**src/rtl/mult_acc_8x8_stage_pkg.sv**
```systemverilog
// Shared types and default widths for the multiply-accumulate stage that
// sits behind the 8x8 multiplier array.
package mult_pkg;

    localparam int PROD_W_DEF = 16;
    localparam int ACC_W_DEF  = 24;
    localparam int LEN_W_DEF  = 8;

    typedef enum logic [1:0] {
        IDLE = 2'd0,
        ACC  = 2'd1,
        HOLD = 2'd2
    } acc_state_e;

    typedef struct packed {
        logic [PROD_W_DEF-1:0] prod;
        logic                  last;
    } beat_t;

endpackage

```
**src/rtl/mult_acc_8x8_stage_sat_add_acc.sv**
```systemverilog
// Combinational accumulator adder: one-bit-wider sum plus the clamp/wrap
// result chosen by SAT.
module sat_add_acc
    import mult_pkg::*;
#(
    parameter int PROD_W = PROD_W_DEF,
    parameter int ACC_W  = ACC_W_DEF,
    parameter bit SAT    = 1'b1
) (
    input  logic [ACC_W-1:0]  base,
    input  logic [PROD_W-1:0] prod,
    output logic [ACC_W:0]    sum,
    output logic [ACC_W-1:0]  res
);

    // Add in ACC_W+1 bits so the carry out is the overflow flag.
    always_comb begin
        sum = {1'b0, base} + {{(ACC_W + 1 - PROD_W){1'b0}}, prod};
        if (sum[ACC_W] && SAT) begin
            res = {ACC_W{1'b1}};
        end else begin
            res = sum[ACC_W-1:0];
        end
    end

endmodule

```
**src/rtl/mult_acc_8x8_stage.sv**
```systemverilog
// Packet accumulator for multiplier products: sums beats until in_last and
// presents one registered result per packet over valid/ready.
module mult_acc_8x8_stage
    import mult_pkg::*;
#(
    parameter int PROD_W = PROD_W_DEF,
    parameter int ACC_W  = ACC_W_DEF,
    parameter int LEN_W  = LEN_W_DEF,
    parameter bit SAT    = 1'b1
) (
    input  logic              clk,
    input  logic              rst_n,
    input  logic              clear,
    input  logic              in_valid,
    output logic              in_ready,
    input  logic [PROD_W-1:0] in_prod,
    input  logic              in_last,
    output logic              out_valid,
    input  logic              out_ready,
    output logic [ACC_W-1:0]  out_acc,
    output logic [LEN_W-1:0]  out_cnt,
    output logic              out_ovf
);

    acc_state_e         state_r;
    logic [ACC_W-1:0]   acc_r;
    logic [LEN_W-1:0]   cnt_r;
    logic               ovf_r;
    logic               out_valid_r;

    logic               accept_s;
    logic [ACC_W-1:0]   base_s;
    logic [ACC_W:0]     sum_s;
    logic [ACC_W-1:0]   add_res_s;
    logic [LEN_W-1:0]   cnt_next_s;
    logic               ovf_next_s;

    sat_add_acc #(
        .PROD_W (PROD_W),
        .ACC_W  (ACC_W),
        .SAT    (SAT)
    ) u_add (
        .base   (base_s),
        .prod   (in_prod),
        .sum    (sum_s),
        .res    (add_res_s)
    );

    // Next-beat values; a beat arriving in IDLE starts a fresh packet.
    always_comb begin
        accept_s = in_valid && (state_r != HOLD) && !clear;
        if (state_r == ACC) begin
            base_s     = acc_r;
            ovf_next_s = ovf_r | sum_s[ACC_W];
            if (cnt_r == {LEN_W{1'b1}}) begin
                cnt_next_s = cnt_r;
            end else begin
                cnt_next_s = cnt_r + {{(LEN_W - 1){1'b0}}, 1'b1};
            end
        end else begin
            base_s     = {ACC_W{1'b0}};
            ovf_next_s = sum_s[ACC_W];
            cnt_next_s = {{(LEN_W - 1){1'b0}}, 1'b1};
        end
    end

    // Packet FSM and result registers; clear overrides any beat or handshake.
    always_ff @(posedge clk or negedge rst_n) begin
        if (!rst_n) begin
            state_r     <= IDLE;
            acc_r       <= {ACC_W{1'b0}};
            cnt_r       <= {LEN_W{1'b0}};
            ovf_r       <= 1'b0;
            out_valid_r <= 1'b0;
        end else if (clear) begin
            state_r     <= IDLE;
            acc_r       <= {ACC_W{1'b0}};
            cnt_r       <= {LEN_W{1'b0}};
            ovf_r       <= 1'b0;
            out_valid_r <= 1'b0;
        end else begin
            case (state_r)
                IDLE, ACC: begin
                    if (accept_s) begin
                        acc_r <= add_res_s;
                        cnt_r <= cnt_next_s;
                        ovf_r <= ovf_next_s;
                        if (in_last) begin
                            state_r     <= HOLD;
                            out_valid_r <= 1'b1;
                        end else begin
                            state_r     <= ACC;
                            out_valid_r <= 1'b0;
                        end
                    end else begin
                        state_r     <= state_r;
                        out_valid_r <= 1'b0;
                    end
                end
                HOLD: begin
                    if (out_ready) begin
                        state_r     <= IDLE;
                        out_valid_r <= 1'b0;
                    end else begin
                        state_r     <= HOLD;
                        out_valid_r <= 1'b1;
                    end
                end
                default: begin
                    state_r     <= IDLE;
                    out_valid_r <= 1'b0;
                end
            endcase
        end
    end

    assign in_ready  = (state_r != HOLD);
    assign out_valid = out_valid_r;
    assign out_acc   = acc_r;
    assign out_cnt   = cnt_r;
    assign out_ovf   = ovf_r;

endmodule

```
**config.mk**
```make
export PLATFORM = sky130hd
export DESIGN_NAME = mult_acc_8x8_stage
export DESIGN_NICKNAME = d
export VERILOG_FILES = /design/src/rtl/mult_acc_8x8_stage_pkg.sv /design/src/rtl/mult_acc_8x8_stage_sat_add_acc.sv /design/src/rtl/mult_acc_8x8_stage.sv
export SDC_FILE = /design/constraint.sdc
export NUM_CORES = 1
export LEC_CHECK = 0
export BUFFER_PORTS_ARGS = -buffer_cell sky130_fd_sc_hd__buf_2
export CAP_MARGIN = 20
export CORE_ASPECT_RATIO = 0.9
export CORE_MARGIN = 2
export CORE_UTILIZATION = 60
export DETAILED_ROUTE_END_ITERATION = 6
export PLACE_DENSITY = 0.86
export SETUP_SLACK_MARGIN = 0.2
export SLEW_MARGIN = 40
export SYNTH_ARGS = -nofsm -noshare
export SYNTH_HDL_FRONTEND = slang
export SYNTH_SLANG_ARGS = --single-unit
```
**constraint.sdc**
```tcl
create_clock -name clk -period 7.8 [get_ports clk]
set_input_delay 1.56 -clock clk [delete_from_list [all_inputs] [get_ports clk]]
set_output_delay 1.56 -clock clk [all_outputs]
set_load 0.02 [all_outputs]
```
==> impl_metrics.py <==
metrics = {
    "placement": {
        "gp_congestion": 0.900,
        "post-dp-hpwl_um": 4660,
        "place_area_um2": 3020,
        "placement.io_buffers": 56,
        "post-place-ws_ns": 3.69,
    },
    "clocking": {
        "cts.sinks": 36,
        "clk_pin_slew_ns": 0.08,
        "cts_made_buffers": 5,
        "clock_latency_ns": 0.29,
        "cts_setup_buffers": 0,
        "ctsResizeCount": 0,
        "htree_levels": 2,
        "clock_path_buffers": 2,
        "cts-root-buf": "clkbuf_8",
        "cts_tree": "built",
        "cts_hold_buf": 0,
    },
    "yosys": {
        "yosys.cell_types.count": 56,
        "synth_edf_count": 0,
        "yosys_warnings": 0,
        "synth_simple_gate_area_share_pct": 21.5,
        "synth_compound_area_share_pct": 25.7,
        "seq_area_frac_synth_pct": 33.1,
        "netlist_area_um2": 2720,
        "synthMuxAreaShare_pct": 1.98,
        "synth-xor-area-share_pct": 5.80,
        "synth_fa_ha_area_share_pct": 8.56,
        "syn_area_per_cell_um2": 8.95,
        "synth_cells": 304,
        "synth_seq_cells": 36,
        "async_reset_ff_share_pct": 100,
        "synth_nets": 344,
        "ys.flop_type": "dfrtp_1",
        "synth_top_family_by_area": "compound AO/OA/AOI/OAI gates",
    },
    "setup_path": {
        "cp_slowest_cell": "a21oi_4",
        "end_kind": "flop",
        "crit_arrival_ns": 3.95,
        "crit_chain": "buf_2 > ha_1 > fa_1 > a211oi_1 > o211ai_1 > a21oi_2 > a21oi_4 > a21oi_4 > a211oi_1",
        "worstPathMaxFanout": 17,
        "crit_type": "in2reg",
        "crit_required_ns": 7.94,
        "max_stage_delay_ns": 0.57,
        "critPathLaunchType": "primary input",
    },
    "layout": {
        "layout_common_cells": "buf_2, nor2_1, dfrtp_1",
        "drive_gt1_share_pct": 27.0,
        "fin_area_um2": 3110,
        "nets": 395,
        "fill_cells": 360,
        "antennaDiodeCount": 0,
        "final_common_cell": "buf_2",
        "areaGrowthSynthToFinish_pct": 14.5,
    },
    "outcome": {
        "status": "complete, no violations",
    },
    "detailed_routing": {
        "ant_nets": 0,
        "vias_per_cell": 5.85,
        "vias": 2447,
        "drtPass1Iterations": 4,
        "drtIter0Drc": 262,
        "drt_wl_total_um": 6510,
        "drc": 0,
        "wire_per_inst_um": 15.6,
    },
    "floorplan": {
        "num_io_pins": 57,
        "die_area_um2": 5090,
        "initial_core_util_pct": 61.8,
        "core_area_um2": 4400,
        "die_y_um": 67.9,
        "row_count": 23,
        "die_w_um": 75.0,
    },
    "global_route": {
        "grt_pass1_vias": 2253,
        "grt_use_total_pct": 26.8,
        "grt_antenna_before_repair": 0,
        "overflow": 0,
        "grt_pass1_wl_um": 10500,
        "grt_start_max_net_pins": 37,
    },
    "sta": {
        "drv_slew": 0,
        "rsz0062_at_grt": "false",
        "maxSlewHeadroom_pct": 51.6,
        "finalWorstSetupSlack_ns": 3.99,
        "tightest_slew_ns": 0.726,
        "finalClockSkew_ns": 0.00439,
        "finalCritPeriodShare_pct": 48.8,
        "hold_viol_final": 0,
        "min_period_ns": 3.81,
        "finalSetupTns_ns": 0,
        "fmax_ghz": 0.262,
        "setup_violations": 0,
    },
    "power": {
        "worst_ir_drop_vdd_v": 0.000124,
        "p_per_area_nw_per_um2": 141,
        "p_leak_nw": 1.43,
    },
    "job": {
        "cap_viol_max_count": 0,
    },
    "hold_path": {
        "hp-class": "reg2reg",
    },
}
[layout make-up]
cell class	count	area, um^2	share of cell area (%)
multi-input combinational	248	1730	55.6
sequential	36	901	28.9
timing repair buffer	57	290	9.32
tap	62	77.6	2.49
clock buffer	5	68.8	2.21
inverter	7	26.3	0.844
clock inverter	3	18.8	0.603
[Yosys cell counts (all sizes together), types with 6 or more instances]
| cell | instances | area (um^2) |
|---|---|---|
| a21oi | 19 | 133 |
| nand2 | 24 | 90.1 |
| and3 | 6 | 38.8 |
| nor2 | 40 | 153 |
| a211oi | 22 | 220 |
| nand3 | 10 | 55.1 |
| o211ai | 7 | 57.6 |
| and2 | 18 | 113 |
| a21o | 6 | 47.6 |
| xnor2 | 8 | 70.1 |
| ha | 17 | 213 |
| inv | 7 | 26.3 |
| o21ai | 13 | 65.1 |
| a31oi | 8 | 50.1 |
| clkbuf | 8 | 30.0 |
| dfrtp | 36 | 901 |
| xor2 | 10 | 87.6 |
[final timing paths]
check / startpoint / slack, ns / to / depth (start not counted)
max: in_prod[0] / 3.99 / out_acc[10]$_DFFE_PN0P_ / 9
min in group asynchronous: rst_n / 1.23 / out_acc[10]$_DFFE_PN0P_ / 1
max in group asynchronous: rst_n / 6.25 / out_acc[14]$_DFFE_PN0P_ / 1
max reg2reg: state_r[0]$_DFFE_PN0P_ / 4.25 / out_acc[10]$_DFFE_PN0P_ / 10
min reg2reg: state_r[1]$_DFFE_PN0P_ / 0.53 / state_r[0]$_DFFE_PN0P_ / 1
min: state_r[1]$_DFFE_PN0P_ / 0.53 / state_r[0]$_DFFE_PN0P_ / 1
[power breakdown]
part	internal (mW)	switching, mW
Combinational	0.0375	0.0668
Clock	0.0622	0.0720
Sequential	0.195	0.00674
[layer usage]
| layer | global-route usage, % | wire (um) | share of wire, % |
|---|---|---|---|
| met1 | 37.1 | 3100 | 48 |
| met2 | 43.5 | 3030 | 47 |
| met3 | 4.57 | 312 | 4.8 |
| met4 | 6.92 | 56 | 0.86 |
| met5 | 0 | 0 | 0 |
[registers in the layout, indices dropped and copies added, names as in the netlist]
register   count
out_acc       24
out_valid      1
out_cnt        8
state_r        2
out_ovf        1
[cells by family after synthesis]
| kind of cell | after synthesis |
|---|---|
| multiplexers | 5 |
| XOR/XNOR | 18 |
| buffers and inverters | 20 |
| AO/OA/AOI/OAI | 90 |
| AND/OR/NAND/NOR | 117 |
| flip-flops | 36 |
| adder cells (fa/ha/maj) | 18 |
[critical path: cells and delay by family]
| kind | cells | cell delay [ns] |
|---|---|---|
| AOI/OAI and AO/OA | 6 | 1.60 |
| adders and majority gates | 2 | 0.68 |
| buffers and inverters | 1 | 0.10 |
[stage by stage]
stage	cells	power (mW)	hold slack [ns]	utilization, %
floorplan	304	0.278	0.475	-
global placement	410	0.306	0.518	68.7
detailed placement	410	0.309	0.524	68.7
CTS	418	0.443	0.532	70.7
global route	418	0.461	0.574	70.7
finish	418	0.440	0.530	70.7
No activity file was read; power rests on OpenSTA's default activity.
